==> src/rtl/uart_piso.sv <==
// Parallel-in, serial-out UART transmitter: start bit, CHAR_W data bits LSB first,
// optional even parity (enabled by defining UART_PISO_PARITY_EN), one stop bit.
module uart_piso #(
    parameter int DIVIDER   = 4096,
    parameter int CHAR_W    = 8,
    parameter int COUNTER_W = $clog2(DIVIDER),
    parameter int INDEX_W   = $clog2(CHAR_W) + 1
) (
    input  logic              clock_50M,
    input  logic              n_reset,
    input  logic [CHAR_W-1:0] tx_data,
    input  logic              tx_valid,
    output logic              tx_ready,
    output logic              uart_tx_pin,
    output logic              tx_busy,
    output logic              tx_done
);

    typedef enum logic [2:0] {
        S_IDLE,
        S_START,
        S_DATA,
`ifdef UART_PISO_PARITY_EN
        S_PARITY,
`endif
        S_STOP
    } state_t;

    state_t               state_q, state_d;
    logic [COUNTER_W-1:0] cnt_q, cnt_d;
    logic [INDEX_W-1:0]   idx_q, idx_d;
    logic [CHAR_W-1:0]    shift_q, shift_d;
    logic                 pin_q, pin_d;
    logic                 ready_q, ready_d;
    logic                 done_q, done_d;
    logic                 bit_end;
`ifdef UART_PISO_PARITY_EN
    logic                 par_q, par_d;
`endif

    assign bit_end = (cnt_q == COUNTER_W'(DIVIDER - 1));

    always_comb begin
        state_d = state_q;
        cnt_d   = cnt_q;
        idx_d   = idx_q;
        shift_d = shift_q;
        pin_d   = pin_q;
        ready_d = ready_q;
        done_d  = 1'b0;
`ifdef UART_PISO_PARITY_EN
        par_d   = par_q;
`endif
        if (state_q != S_IDLE) begin
            cnt_d = bit_end ? '0 : cnt_q + COUNTER_W'(1);
        end

        case (state_q)
            S_IDLE: begin
                cnt_d   = '0;
                pin_d   = 1'b1;
                ready_d = 1'b1;
                if (tx_valid && ready_q) begin
                    shift_d = tx_data;
                    idx_d   = '0;
`ifdef UART_PISO_PARITY_EN
                    par_d   = ^tx_data;
`endif
                    state_d = S_START;
                    pin_d   = 1'b0;
                    ready_d = 1'b0;
                end
            end
            S_START: begin
                if (bit_end) begin
                    state_d = S_DATA;
                    idx_d   = '0;
                    pin_d   = shift_q[0];
                end
            end
            S_DATA: begin
                if (bit_end) begin
                    if (idx_q == INDEX_W'(CHAR_W - 1)) begin
`ifdef UART_PISO_PARITY_EN
                        state_d = S_PARITY;
                        pin_d   = par_q;
`else
                        state_d = S_STOP;
                        pin_d   = 1'b1;
`endif
                    end else begin
                        // Next pin value is the post-shift LSB, so the line stays registered.
                        shift_d = shift_q >> 1;
                        idx_d   = idx_q + INDEX_W'(1);
                        pin_d   = shift_d[0];
                    end
                end
            end
`ifdef UART_PISO_PARITY_EN
            S_PARITY: begin
                if (bit_end) begin
                    state_d = S_STOP;
                    pin_d   = 1'b1;
                end
            end
`endif
            S_STOP: begin
                pin_d = 1'b1;
                if (bit_end) begin
                    state_d = S_IDLE;
                    done_d  = 1'b1;
                    ready_d = 1'b1;
                end
            end
            default: begin
                state_d = S_IDLE;
                pin_d   = 1'b1;
                ready_d = 1'b1;
            end
        endcase
    end

    always_ff @(posedge clock_50M or negedge n_reset) begin
        if (!n_reset) begin
            state_q <= S_IDLE;
            cnt_q   <= '0;
            idx_q   <= '0;
            shift_q <= '0;
            pin_q   <= 1'b1;
            ready_q <= 1'b1;
            done_q  <= 1'b0;
`ifdef UART_PISO_PARITY_EN
            par_q   <= 1'b0;
`endif
        end else begin
            state_q <= state_d;
            cnt_q   <= cnt_d;
            idx_q   <= idx_d;
            shift_q <= shift_d;
            pin_q   <= pin_d;
            ready_q <= ready_d;
            done_q  <= done_d;
`ifdef UART_PISO_PARITY_EN
            par_q   <= par_d;
`endif
        end
    end

    assign uart_tx_pin = pin_q;
    assign tx_ready    = ready_q;
    assign tx_busy     = ~ready_q;
    assign tx_done     = done_q;

endmodule
==> config.mk <==
export PLATFORM = sky130hd
export DESIGN_NAME = uart_piso
export DESIGN_NICKNAME = d
export VERILOG_FILES = /design/src/rtl/uart_piso.sv
export SDC_FILE = /design/constraint.sdc
export NUM_CORES = 1
export LEC_CHECK = 0
export BUFFER_PORTS_ARGS = -buffer_cell sky130_fd_sc_hd__buf_2
export CORE_MARGIN = 3
export CORE_UTILIZATION = 45
export CTS_CLUSTER_DIAMETER = 50
export DETAILED_ROUTE_END_ITERATION = 10
export PLACE_DENSITY = 0.61
export SETUP_SLACK_MARGIN = 0.5
export SLEW_MARGIN = 20
export SYNTH_ARGS = -nofsm -noshare
export SYNTH_HDL_FRONTEND = slang
export SYNTH_SLANG_ARGS = --single-unit
==> constraint.sdc <==
create_clock -name clock_50M -period 5.15 [get_ports clock_50M]
set_clock_uncertainty 0.1 [all_clocks]
set_input_delay 0.7725 -clock clock_50M [delete_from_list [all_inputs] [get_ports clock_50M]]
set_output_delay 0.7725 -clock clock_50M [all_outputs]
set_load 0.1 [all_outputs]
**After elaboration in Yosys (flattened, before gate mapping)**

Cells that the tools add are included.
W data, S select, Z words.

- Equal/unequal tests: 11
- Reduce and logical (&&, ||, !) cells: 12
- Bitwise gates (word level): 2
- $add $sub $neg: 2
- Muxes and demuxes: 27

Operator list:

| operator | number |
|---|---|
| $mux W12 | 3 |
| $mux W8 | 3 |
| $mux W4 | 4 |
| $pmux W8 S2 | 1 |
| $mux W3 | 5 |
| $add A12 B1 Y12 const B | 1 |
| $eq A12 B12 Y1 const B | 1 |
| $ne A2 B2 Y1 const B | 6 |
| $pmux W3 S4 | 1 |
| $pmux W4 S3 | 1 |
| $reduce_and A5 Y1 | 2 |
| $mux W1 | 7 |
| $eq A3 B2 Y1 const B | 2 |
| $pmux W1 S3 | 2 |
| $reduce_bool A3 Y1 | 2 |
| $add A4 B1 Y4 const B | 1 |
| $eq A4 B3 Y1 const B | 1 |
| $reduce_and A2 Y1 | 2 |
| $reduce_and A4 Y1 | 1 |
| $reduce_bool A2 Y1 | 2 |
| $eq A3 B1 Y1 const B | 1 |
| $logic_not A3 Y1 | 1 |
| $not A1 Y1 | 2 |
| $reduce_or A2 Y1 | 1 |
| $logic_and A1 B1 Y1 | 1 |

- Word-level logic and storage cells: 61
- Output and inout port bits: 4
- Flip-flop bits (word level): 30
- Input port bits: 11

**Logic depth before layout (Yosys ltp)**

- Depth in word-level cells: 4
- Mapped depth: 8
- Depth with buffers taken out: 6

**Least setup slack after synthesis**

OpenSTA, ideal clock, no wires.

- Path type: reg-to-output
- Start: reg ready_q, in the netlist tx_ready
- End: out tx_busy
- Stages on the path, launching flop included: 2
- Path slack: 2.873 ns
- Data required time: 4.278 ns
- Arrival: 1.404 ns
- Buffers on the path: 0
- Cells stage by stage: dfstp_2 -> inv_1

- Longest elaborated chain between the ends: 1

Ends and longest elaborated chain:

| item | line | text |
|---|---|---|
| start: declaration | 34 | `logic ready_q, ready_d;` |
| start signal: assignment | 141 | `ready_q <= ready_d;` |
| $not A1 Y1 | 151 | `assign tx_busy = ~ready_q;` |
| end: declaration | 15 | `output logic tx_busy,` |

No other way between the ends.

**Worst setup path in the final report**

- Start: reg state_q[1]
- End: reg shift_q[2]

- Longest elaborated chain between the ends: 3
- Elaborated cells between the ends (all ways): 8
- Classes of those cells: 4 x eq/ne; 1 x mux; 3 x reduce/logical

Ends and longest elaborated chain:

| item | line | text |
|---|---|---|
| start: declaration | 29 | `state_t state_q, state_d;` |
| start signal: assignment | 136 | `state_q <= state_d;` |
| $eq A3 B2 Y1 / $logic_not A3 Y1 (equally long branches) | 58 | `case (state_q)` |
| $ne A2 B2 Y1 (no line) / $reduce_bool A2 Y1 (equally long branches) | - |  |
| $reduce_and A4 Y1 (no line) | - |  |
| end signal: assignment | 139 | `shift_q <= shift_d;` |
| end: declaration | 32 | `logic [CHAR_W-1:0] shift_q, shift_d;` |

Several ways; a longest one is shown, not always the timed one.
A chain may end at the register's enable or synchronous reset.

==> qor.csv <==
metric,value,unit
synth.largest_area_cell,dfrtp_1,
tritoncts,done,
async_flop_share,1.00,
antenna_found_initial,0,
ioPinCount,15,
synth.area.top_cells,"dfrtp_1, ha_1, nand3_1, nor3_1, dfstp_2",
row_count,20,
syn_to_final_growth,11.7,%
outcome,finished clean,
cts.htree.levels,2,
die_w,65.2,um
slowest_stage,ha_1,
syn-cell-area,0.00158,mm2
syn_nets,177,
grt_util_all_layers,0.193,
worstSetupPathType,flop to flop,
p_leak,0.000766,uW
numCtsBuffers,5,
ys_ff_latch,29,
hold_violations,0,
drtIter0Drc,122,
worstMarginPinSlew,0.686,ns
rr_worst_depth,6,
peakVddDrop,169,uV
io_buffers,14,
synth_common_cells,"dfrtp_1, nand3_1, nor3_1",
synth_cell_types,43,
antennaDiodeCount,0,
start_kind,flop,
die_h,65.2,um
cts_setup_buffers,0,
path_clk_slew,0.10,ns
yosysTopAreaCellShare,0.429,
num_vias,1300,
setup_ws,2.55,ns
finalCriticalPeriod,2.60,ns
critPathBufInv,1,
grt_start_max_net_pins,30,
synth_top_flop_cell,dfrtp_1,
ant_nets,0,
cp_max_fo,19,
clock_sinks,29,
cp_cell_sequence,"inv_1, ha_1, and3_1, o21ai_0, a21o_1, a221o_1",
maxCapViolations,0,
grt_pass1_vias,1246,
cpPeakStageDelay,0.60,ns
worst-endpoint-arrival,2.73,ns
r2r_start,state_q[1]$_DFFE_PN0P_,
start_util,0.492,
synth_most_common_cell,dfrtp_1,
setup_violations,0,
tns,0,ns
cp_data_required_time,5.28,ns
path_depth,6,
rsz0062_at_grt,false,
final_max_slew_viol_count,0,
critPathCaptureType,flop,
wirelength,3.50,mm
syn_inst,159,
die_area,0.00425,mm2
power_density,248,mW/mm2
wire_per_inst,16.1,um
grt_overflow_total,0,
routed_via_density,5.99,
yosysWarnings,0,
insertion_delay,0.34,ns
ctsHoldBuffers,0,
nNetsFinal,190,
place_congestion,0.836,
dp_hpwl,2.48,mm
remaining_drc_errors,0,
path_delay_family,compound AO/OA/AOI/OAI gates,
min_path_type,input port to async pin,
cts_resized,0,
clk_path_buf_depth,2,
pre_cts_ws,2.59,ns
grt_pass1_wl,6.18,mm
synth_edf_count,0,
crit_path_start,state_q[1]$_DFFE_PN0P_,
yosysSeqAreaShare,0.462,
drive_gt1_frac,0.162,
slew_headroom,0.543,
post-route-period-util,0.504,
syn_area_per_cell,9.91,um2
max_freq,0.385,GHz
core_area,0.00320,mm2
root_buffer,clkbuf_4,
drt_pass1_iterations,4,
## layout by cell type (no fill, tap or decap), types with 2 or more instances in the layout
cell type,n
ha_1,7
dfrtp_1,27
nand2_1,10
inv_1,5
o21bai_1,2
nand4_1,3
nor3_1,11
xnor2_1,6
a21oi_1,5
nand3_1,11
and2_1,2
xor2_1,2
buf_2,14
dfstp_2,2
nor4_1,4
nor2_1,6
clkbuf_4,5
a22oi_1,2
mux2i_1,2
o21ai_0,6
a221o_1,5
nor2b_1,3
nor3b_1,2
and3_1,8
or3_1,2
## power by group
group	total (uW)	leakage (uW)	switching, uW	internal (uW)
clock	201	0.0000445	85.4	115
sequential	228	0.000363	0	228
combinational	8.18	0.000359	5.49	2.69
## layout make-up
type	instances	area (um2)
fillers	311	1440
inverters	5	18.8
well taps	44	55.1
clock buffers	6	51.3
multi-input cells	116	791
repair buffers	15	77.6
clock inverters	2	37.5
flip-flops and latches	29	728
## sequential cells by signal, summed over array words and instances, names as in the netlist
name,cells
shift_q,8
state_q,2
tx_ready,1
uart_tx_pin,1
tx_done,1
idx_q,4
cnt_q,12
## worst paths after layout
path                                                to  slack (ns)
worst max-delay path            shift_q[2]$_DFFE_PN0P_        2.55
worst min-delay path                cnt_q[3]$_DFF_PN0_        0.34
worst max register to register  shift_q[2]$_DFFE_PN0P_        2.55
worst min register to register      cnt_q[0]$_DFF_PN0_        0.40
max in group asynchronous         idx_q[1]$_DFFE_PN0P_        4.20
min in group clock_50M              cnt_q[0]$_DFF_PN0_        0.40
## metrics by stage
step / instance area (um2) / power, uW / utilization / std cells / hold WS (ns)
floorplan: 1580 / 232 / - / 159 / 0.360
global placement: 1670 / 240 / 0.521 / 209 / 0.379
detailed placement: 1670 / 241 / 0.521 / 209 / 0.390
CTS: 1760 / 444 / 0.549 / 217 / 0.356
global route: 1760 / 457 / 0.549 / 217 / 0.371
finish: 1760 / 436 / 0.549 / 217 / 0.340
## kinds of logic (layout without fill, tap and decap cells)
| family | after synthesis | after routing | synth area share |
|---|---|---|---|
| buffers and inverters | 14 | 28 | 0.0357 |
| AND/OR/NAND/NOR | 67 | 67 | 0.232 |
| AO/OA/AOI/OAI | 30 | 30 | 0.141 |
| adder cells (fa/ha/maj) | 7 | 7 | 0.0556 |
| flip-flops | 29 | 29 | 0.462 |
| XOR/XNOR | 8 | 8 | 0.0445 |
| multiplexers | 4 | 4 | 0.0294 |
## layer usage
| layer | track usage | routed length [um] |
|---|---|---|
| met4 | 0.0959 | 69 |
| met2 | 0.269 | 1520 |
| met3 | 0.0479 | 196 |
| met5 | 0 | 0 |
| met1 | 0.277 | 1720 |
(Power assumes the default switching activity.)
